$ cat src/rtl/mac_operand_arbiter.sv
// Round-robin, burst-limited arbiter sharing one registered multiplier among NREQ requesters; tags each product with its requester index.
// Latency: a transfer at edge t shows up on wr_En/wr_data after edge t+1 (2-stage pipe), 1 pair/cycle sustained.
// Backpressure: wFull with a valid s2 freezes both stages and drops every req_ready to 0; nothing is lost or duplicated.
module mac_operand_arbiter #(
    parameter  int WIDTH = 4,
    parameter  int NREQ  = 4,
    parameter  int BURST = 2,
    localparam int TAGW  = $clog2(NREQ)
) (
    input  logic                    clk,
    input  logic                    reset,
    input  logic [NREQ-1:0]         req_valid,
    input  logic [NREQ*WIDTH-1:0]   req_a,
    input  logic [NREQ*WIDTH-1:0]   req_b,
    output logic [NREQ-1:0]         req_ready,
    input  logic                    wFull,
    output logic                    wr_En,
    output logic [TAGW+2*WIDTH-1:0] wr_data,
    output logic                    busy
);
    localparam int              CNTW       = (BURST > 1) ? $clog2(BURST) : 1;
    localparam logic [CNTW-1:0] BURST_LAST = CNTW'(BURST - 1);

    typedef struct packed {
        logic [TAGW-1:0]  tag;
        logic [WIDTH-1:0] a;
        logic [WIDTH-1:0] b;
    } s1_t;

    typedef struct packed {
        logic [TAGW-1:0]    tag;
        logic [2*WIDTH-1:0] prod;
    } s2_t;

    logic [WIDTH-1:0] a_arr [NREQ];
    logic [WIDTH-1:0] b_arr [NREQ];

    s1_t             s1;
    s2_t             s2;
    logic            s1_valid;
    logic            s2_valid;
    logic [TAGW-1:0] rr_ptr;
    logic [TAGW-1:0] owner;
    logic [CNTW-1:0] burst_cnt;
    logic            prev_xfer;

    logic            adv;
    logic            rr_found;
    logic [TAGW-1:0] rr_idx;
    logic [TAGW-1:0] cand;
    logic            cont_ok;
    logic            gnt_vld;
    logic            gnt_cont;
    logic [TAGW-1:0] gnt_idx;

    for (genvar i = 0; i < NREQ; i++) begin : g_unpack
        assign a_arr[i] = req_a[i*WIDTH +: WIDTH];
        assign b_arr[i] = req_b[i*WIDTH +: WIDTH];
    end

    assign adv = ~(s2_valid & wFull);

    // First valid requester strictly after the last grantee, wrapping modulo NREQ.
    always_comb begin
        rr_found = 1'b0;
        rr_idx   = '0;
        cand     = '0;
        for (int k = 1; k <= NREQ; k++) begin
            cand = TAGW'((int'(rr_ptr) + k) % NREQ);
            if (!rr_found && req_valid[cand]) begin
                rr_found = 1'b1;
                rr_idx   = cand;
            end
        end
    end

    // The owner keeps the grant only while its burst is unbroken and under the cap.
    assign cont_ok = prev_xfer & req_valid[owner] & (burst_cnt < BURST_LAST);

    always_comb begin
        gnt_vld  = 1'b0;
        gnt_cont = 1'b0;
        gnt_idx  = '0;
        if (adv) begin
            if (cont_ok) begin
                gnt_vld  = 1'b1;
                gnt_cont = 1'b1;
                gnt_idx  = owner;
            end else if (rr_found) begin
                gnt_vld  = 1'b1;
                gnt_idx  = rr_idx;
            end
        end
    end

    assign req_ready = gnt_vld ? (NREQ'(1) << gnt_idx) : '0;

    always_ff @(posedge clk or posedge reset) begin
        if (reset) begin
            s1        <= '0;
            s2        <= '0;
            s1_valid  <= 1'b0;
            s2_valid  <= 1'b0;
            rr_ptr    <= TAGW'(NREQ - 1);
            owner     <= '0;
            burst_cnt <= '0;
            prev_xfer <= 1'b0;
        end else begin
            prev_xfer <= gnt_vld;
            if (adv) begin
                s1_valid <= gnt_vld;
                if (gnt_vld) begin
                    s1.tag <= gnt_idx;
                    s1.a   <= a_arr[gnt_idx];
                    s1.b   <= b_arr[gnt_idx];
                    rr_ptr <= gnt_idx;
                    if (gnt_cont) begin
                        burst_cnt <= burst_cnt + CNTW'(1);
                    end else begin
                        owner     <= gnt_idx;
                        burst_cnt <= '0;
                    end
                end
                s2_valid <= s1_valid;
                // Data only moves with a valid s1 so wr_data keeps its last product across bubbles.
                if (s1_valid) begin
                    s2.tag  <= s1.tag;
                    s2.prod <= (2*WIDTH)'(s1.a) * (2*WIDTH)'(s1.b);
                end
            end
        end
    end

    assign wr_En   = s2_valid;
    assign wr_data = s2;
    assign busy    = s1_valid | s2_valid;

endmodule

$ cat config.mk
export PLATFORM = sky130hd
export DESIGN_NAME = mac_operand_arbiter
export DESIGN_NICKNAME = d
export VERILOG_FILES = /design/src/rtl/mac_operand_arbiter.sv
export SDC_FILE = /design/constraint.sdc
export NUM_CORES = 1
export LEC_CHECK = 0
export ABC_AREA = 1
export CAP_MARGIN = 25
export CORE_MARGIN = 2
export CORE_UTILIZATION = 53
export DETAILED_ROUTE_END_ITERATION = 6
export PLACE_DENSITY = 0.85
export SLEW_MARGIN = 20
export SYNTH_ARGS = -nofsm -noshare
export SYNTH_HDL_FRONTEND = slang
export SYNTH_SLANG_ARGS = --single-unit
$ cat constraint.sdc
create_clock -name clk -period 4.15 [get_ports clk]
set_input_delay 0.6225 -clock clk [delete_from_list [all_inputs] [get_ports clk]]
set_output_delay 0.6225 -clock clk [all_outputs]
set_load 0.005 [all_outputs]
==> results of run 1 <==
## cell type report
type,instances,area [µm²],share of cell area [%]
multi-input combinational,245,1260,45.4
tap,50,62.6,2.25
timing repair buffer,56,563,20.3
sequential,28,703,25.3
inverter,34,130,4.69
clock buffer,4,55.1,1.98
## cells in the mapped netlist (2+ instances only)
cell / number / area share (%)
nand2_1: 149 / 26
buf_2: 3 / 0.69
dfrtp_1: 26 / 30
nand2_2: 13 / 3.7
dfstp_2: 2 / 2.4
clkbuf_1: 2 / 0.35
nand2_4: 2 / 1.0
buf_4: 3 / 1.0
xor2_1: 3 / 1.2
inv_2: 3 / 0.52
nand4_1: 3 / 0.86
ha_1: 12 / 6.9
inv_1: 30 / 5.2
nand3_1: 21 / 4.8
a21oi_1: 3 / 0.69
o21ai_0: 12 / 2.8
fa_1: 4 / 3.7
nor2_1: 12 / 2.1
## through the flow
| step | total power [µW] | utilization (%) | worst slack, ns | hold slack [ns] |
|---|---|---|---|---|
| after global placement | 1950 | 68.1 | 0.609 | 0.453 |
| after CTS | 2190 | 69.5 | 0.539 | 0.481 |
| after global routing | 2440 | 69.9 | 0.306 | 0.498 |
| after detailed placement | 1990 | 68.1 | 0.556 | 0.458 |
| final | 2190 | 69.9 | 0.516 | 0.476 |
| after floorplan | 1650 | - | 1.47 | 0.449 |
## worst max-delay path: stages
cell and delay [ns]:
clkdlybuf4s50_1 0.50, nand2_1 0.06, nand3_1 0.08, nand4_1 0.11, nor2_1 0.13, nand2_1 0.37, nand2_4 0.37, inv_1 0.12
nor2_1 0.12, clkdlybuf4s50_1 0.51
## state kept, by name, indices dropped and copies added, names as in the netlist
name / count
burst_cnt: 1
owner: 2
prev_xfer: 1
rr_ptr: 2
s1: 10
s1_valid: 1
wr_En: 1
wr_data: 10
## layer usage
layer,share of wire [%],vias to the layer above
met5,0,-
met4,2.2,0
met3,7.3,11
met2,46,106
met1,44,964
li1,-,1082
## power breakdown
group          switching, µW  internal [µW]  total [µW]  leakage (µW)
registers                120            412         533      0.000345
logic                    905            586        1490       0.00115
clock network           83.1           85.0         168     0.0000288
## placed cells by master, fill, tap and decap left out, types with 2 or more instances in the layout
master and n:
a21oi_1 3, clkbuf_8 4, clkdlybuf4s50_1 54, dfrtp_1 26, dfstp_2 2, fa_1 4, ha_1 12, inv_1 29
inv_2 3, nand2_1 149, nand2_2 13, nand2_4 2, nand3_1 21, nand4_1 3, nor2_1 12, o21ai_0 12
xor2_1 3
## kinds of logic after synthesis
logic type	share of synthesized area, %
xor gates and xnor gates	1.61
buffers and inverters	9.51
and+or+nand+nor	39.7
DFF	32.4
AOI/OAI and AO/OA	6.23
adders and majority gates	10.6
## worst paths after layout
check | endpoint | depth (start not counted)
setup / recovery | req_ready[1] | 10
hold / removal | wr_data[3] | 2
setup reg to reg | wr_data[7] | 13
hold reg to reg | wr_data[3] | 2
max in group asynchronous | rr_ptr[0] | 3
min in group asynchronous | wr_En | 2
==> results.md, run 1 <==
* Status: complete, no violations
* Worst Path Arrival at 3.01 ns
* Crit path from: req_valid[1]
* Tot GR Track Use at 24.0%
* Final ANT Viol Nets at 0
* Placed cells at 412
* Async SR Flop Fraction at 100%
* Critical Path RT at 3.53 ns
* HP Class: reg -> reg
* Reg clk slew, reported paths at 0.09 ns
* Port-buffer cells at 54
* Ant. Diodes at 0
* RePlAce Congestion at 0.841
* # rows at 23
* Die height at 68 µm
* Number of fill cells at 329
* Top Ports at 55
* Synth cell types at 32
* Post_cts resized at 0
* Maximum vdd drop at 446 µV
* Cell Pwr Density at 790 nW/µm²
* WS Path Type: in -> out
* Reg2reg start: s1[2]
* Pre-Repair DR Iteration Count at 4
* Worst-skew pair later-pin latency at 0.27 ns
* CTS Buf Count at 3
* Syn Area/Cell at 6.85 µm²
* Post-DP HPWL at 3900 µm
* GR peak layer: met2
* Critical Path Source Type: input port
* TritonCTS clock tree: done
* Slew Limit Headroom at 60.2%
* Synth Net Count at 372
* Min Tclk post-route at 3.63 ns
* Fin crit share at 87.6%
* Prevailing post-synth register cell: dfrtp_1
* Maximum Capacitance Violations at 0
* First-pass GRT wire length at 8510 µm
* Met2 GRT Util at 39.7%
* RSZ-0062 raised after global routing: no
* Seq cells post-synth at 28
* Post-Route WL at 5040 µm
* Design Area, Final at 2780 µm²
* H-tree Lvls at 1
* Hold path startpoint: wr_data[3]
* Cells after Synth at 317
* Via count at 2163
* Syn Std Cell Area at 2170 µm²
* Setup-failing EPs final at 0
* Met3 GRT Util at 3.13%
* Worst-Margin Slew at 0.595 ns
* Largest fanout on the critical path at 20
* Vias in the first global route at 1940
* Die area at 4620 µm²
* Crit end category: output port
* Setup TNS at 0 ns
* Drt drc at 0
* Final std cells w/o fill at 417
* Initial Util at 54.7%
* Synthesis-to-layout area growth at 27.8%
* YS warnings at 0
* Initial DRC Count at 173
* Layout Nets at 423
* CTS root buf: clkbuf_8
* Fmax at 0.275 GHz
* Seq/Total Area, Yosys at 32.4%
* Fin. max-slew vios at 0
* Worst Skew at 0.00190 ns
* Cell area after placement at 2710 µm²
* Cts hold-fix bufs at 0
* Met1 Track Usage GR at 32.2%
* Setup slack, reg-to-reg at 1.12 ns
* Largest net degree at the start of global routing at 29
* Antenna violations before repair at 0
* Postcts setup bufs at 0
* Core area at 3970 µm²
* Post-synth EDFFs at 0
* Via density at 5.19
* Leak at 0.00152 µW
* CTS Buffer Depth at 2
* GRT overflow at 0
* Layout cell share with drive strength beyond 1 at 8.72%
* Chip width at 68 µm
* Clock Sinks at 28
* Routed length per placed instance at 12.1 µm
* Hold Fails Final Rpt at 0
(Power assumes the default switching activity.)
==> inputs of run 2 (changes only) <==
Settings changed: CORE_UTILIZATION 53 to 66, DONT_BUFFER_PORTS set to 1, PLACE_DENSITY 0.85 to 0.82.
==> results.md, run 2 (synthesized netlist as in run 1, its figures left out) <==
* Status: complete, no violations (unchanged)
* Clock Sinks at 28 (unchanged)
* Final hold slack at 0.208 ns (was 0.476 ns)
* Layout cell share with drive strength beyond 1 at 10.3% (was 8.72%)
* Via density at 5.26 (was 5.19)
* Top Ports at 55 (unchanged)
* Post-Place Worst Slack at 1.29 ns (was 0.556 ns)
* # rows at 20 (was 23)
* Largest fanout on the critical path at 20 (unchanged)
* GRT overflow at 0 (unchanged)
* Worst setup margin at 1.15 ns (was 0.516 ns)
* Reg2reg start: s1[4] (was s1[2])
* RSZ-0062 raised after global routing: no (unchanged)
* Routed length per placed instance at 12.0 µm (was 12.1 µm)
* Setup slack, reg-to-reg at 1.29 ns (was 1.12 ns)
* Port-buffer cells at 0 (was 54)
* Initial Util at 70.0% (was 54.7%)
* Worst R2R Path Depth at 13 (unchanged)
* Crit end category: output port (unchanged)
* H-tree Lvls at 1 (unchanged)
* Setup TNS at 0 ns (unchanged)
* Ant. Diodes at 0 (unchanged)
* Post_cts resized at 0 (unchanged)
* Most frequent cells in the layout: 149 x nand2_1, 29 x inv_1, 26 x dfrtp_1, 21 x nand3_1, 13 x nand2_2 (was 149 x nand2_1, 54 x clkdlybuf4s50_1, 29 x inv_1, 26 x dfrtp_1, 21 x nand3_1)
* Antenna violations before repair at 0 (unchanged)
* Post-DP HPWL at 3420 µm (was 3900 µm)
* Worst Skew at 0.00102 ns (was 0.00190 ns)
* Fmax at 0.334 GHz (was 0.275 GHz)
* Tot GR Track Use at 25.5% (was 24.0%)
* CTS Buffer Depth at 2 (unchanged)
* Largest net degree at the start of global routing at 29 (unchanged)
* Layout Nets at 368 (was 423)
* Via count at 1871 (was 2163)
* Initial DRC Count at 101 (was 173)
* CTS Buf Count at 3 (unchanged)
* WS Path Type: reg -> out (was in -> out)
* Postcts setup bufs at 0 (unchanged)
* TritonCTS clock tree: done (unchanged)
* Post-Route WL at 4270 µm (was 5040 µm)
* Final std cells w/o fill at 356 (was 417)
* CTS root buf: clkbuf_4 (was clkbuf_8)
* HP Class: in -> async (was reg -> reg)
* RePlAce Congestion at 0.852 (was 0.841)
* First-pass GRT wire length at 7200 µm (was 8510 µm)
* Commonest non-fill, non-tap cell in the layout: nand2_1 (unchanged)
* Setup-failing EPs final at 0 (unchanged)
* Maximum Capacitance Violations at 0 (unchanged)
* Crit path from: rr_ptr[0] (was req_valid[1])
* Setup crit end: req_ready[1] (unchanged)
* Worst-skew pair later-pin latency at 0.32 ns (was 0.27 ns)
* Min Tclk post-route at 3.00 ns (was 3.63 ns)
* Reg clk slew, reported paths at 0.14 ns (was 0.09 ns)
* Drt drc at 0 (unchanged)
* Leak at 0.00131 µW (was 0.00152 µW)
* Pre-Repair DR Iteration Count at 4 (unchanged)
* Hold Fails Final Rpt at 0 (unchanged)
* Cell Pwr Density at 901 nW/µm² (was 790 nW/µm²)
* Placed cells at 352 (was 412)
* Fin crit share at 72.2% (was 87.6%)
* Maximum vdd drop at 535 µV (was 446 µV)
* Critical Path RT at 3.53 ns (about the same)
* Die height at 61.4 µm (was 68 µm)
* Core area at 3100 µm² (was 3970 µm²)
* Number of fill cells at 294 (was 329)
* Die area at 3760 µm² (was 4620 µm²)
* Vias in the first global route at 1705 (was 1940)
* Cts hold-fix bufs at 0 (unchanged)
* Slew Limit Headroom at 60.7% (was 60.2%)
* Worst flop-to-flop path endpoint: wr_data[7] (unchanged)
* Worst-Margin Slew at 0.589 ns (was 0.595 ns)
* Critical Path Source Type: flop (was input port)
* Worst Path Arrival at 2.37 ns (was 3.01 ns)
* Synthesis-to-layout area growth at 1.79% (was 27.8%)
* Final ANT Viol Nets at 0 (unchanged)
* Fin. max-slew vios at 0 (unchanged)
* Chip width at 61.4 µm (was 68 µm)
## run 2: layer usage
layer  vias up  global-route usage (%)  part of all wire, %  wire length [µm]
met5         -                       0                    0                 0
met4         0                    6.38                  1.4                58
met3         6                    5.25                  5.9               252
met2        57                    44.7                   46              1970
met1       845                    32.3                   47              1990
li1        963                       -                    -                 -
## run 2: cell type report
class                           count  area [µm²]  share of cell area (%)
Tap cell                           44        55.1                    2.49
Timing Repair Buffer                1        7.51                   0.340
Clock inverter                      1        30.0                    1.36
Sequential cell                    28         703                    31.8
Clock buffer                        3        22.5                    1.02
Inverter                           34         130                    5.89
Multi-Input combinational cell    245        1260                    57.1
## run 2: per-stage QoR
step / power (µW) / util, % / cell area (µm²)
detailed placement: 1820 / 69.5 / 2160
floorplan: 1650 / - / 2170
global placement: 1780 / 69.5 / 2160
global route: 2240 / 71.2 / 2210
finish: 1990 / 71.2 / 2210
CTS: 2000 / 71.2 / 2210
## run 2: critical path, cell delays in order, from the launching register on
cell     delay (ns)
dfstp_2        0.67
inv_4          0.07
nand2_1        0.06
nand2_1        0.06
nand2_1        0.09
nand2_2        0.08
inv_2          0.08
nand3_4        0.08
a21oi_4        0.15
nand2_4        0.15
nand2_4        0.24
inv_1          0.14
nor2_1         0.17
## run 2: worst min-delay path by stage
stage	slack, ns	startpoint	depth (start not counted)	endpoint
after detailed placement	0.49	wr_data[3]	2	wr_data[3]
after global placement	0.47	s1_valid	2	wr_En
after floorplan	0.45	s1_valid	2	wr_En
final	0.21	reset	1	wr_data[8]
after global routing	0.24	reset	1	wr_data[9]
after CTS	0.44	reset	1	wr_data[8]
## run 2: power by group
part / switching (µW) / total [µW] / internal [µW]
sequential: 127 / 538 / 412
combinational: 851 / 1280 / 427
clock: 76.7 / 174 / 97.7
total: 1050 / 1990 / 937
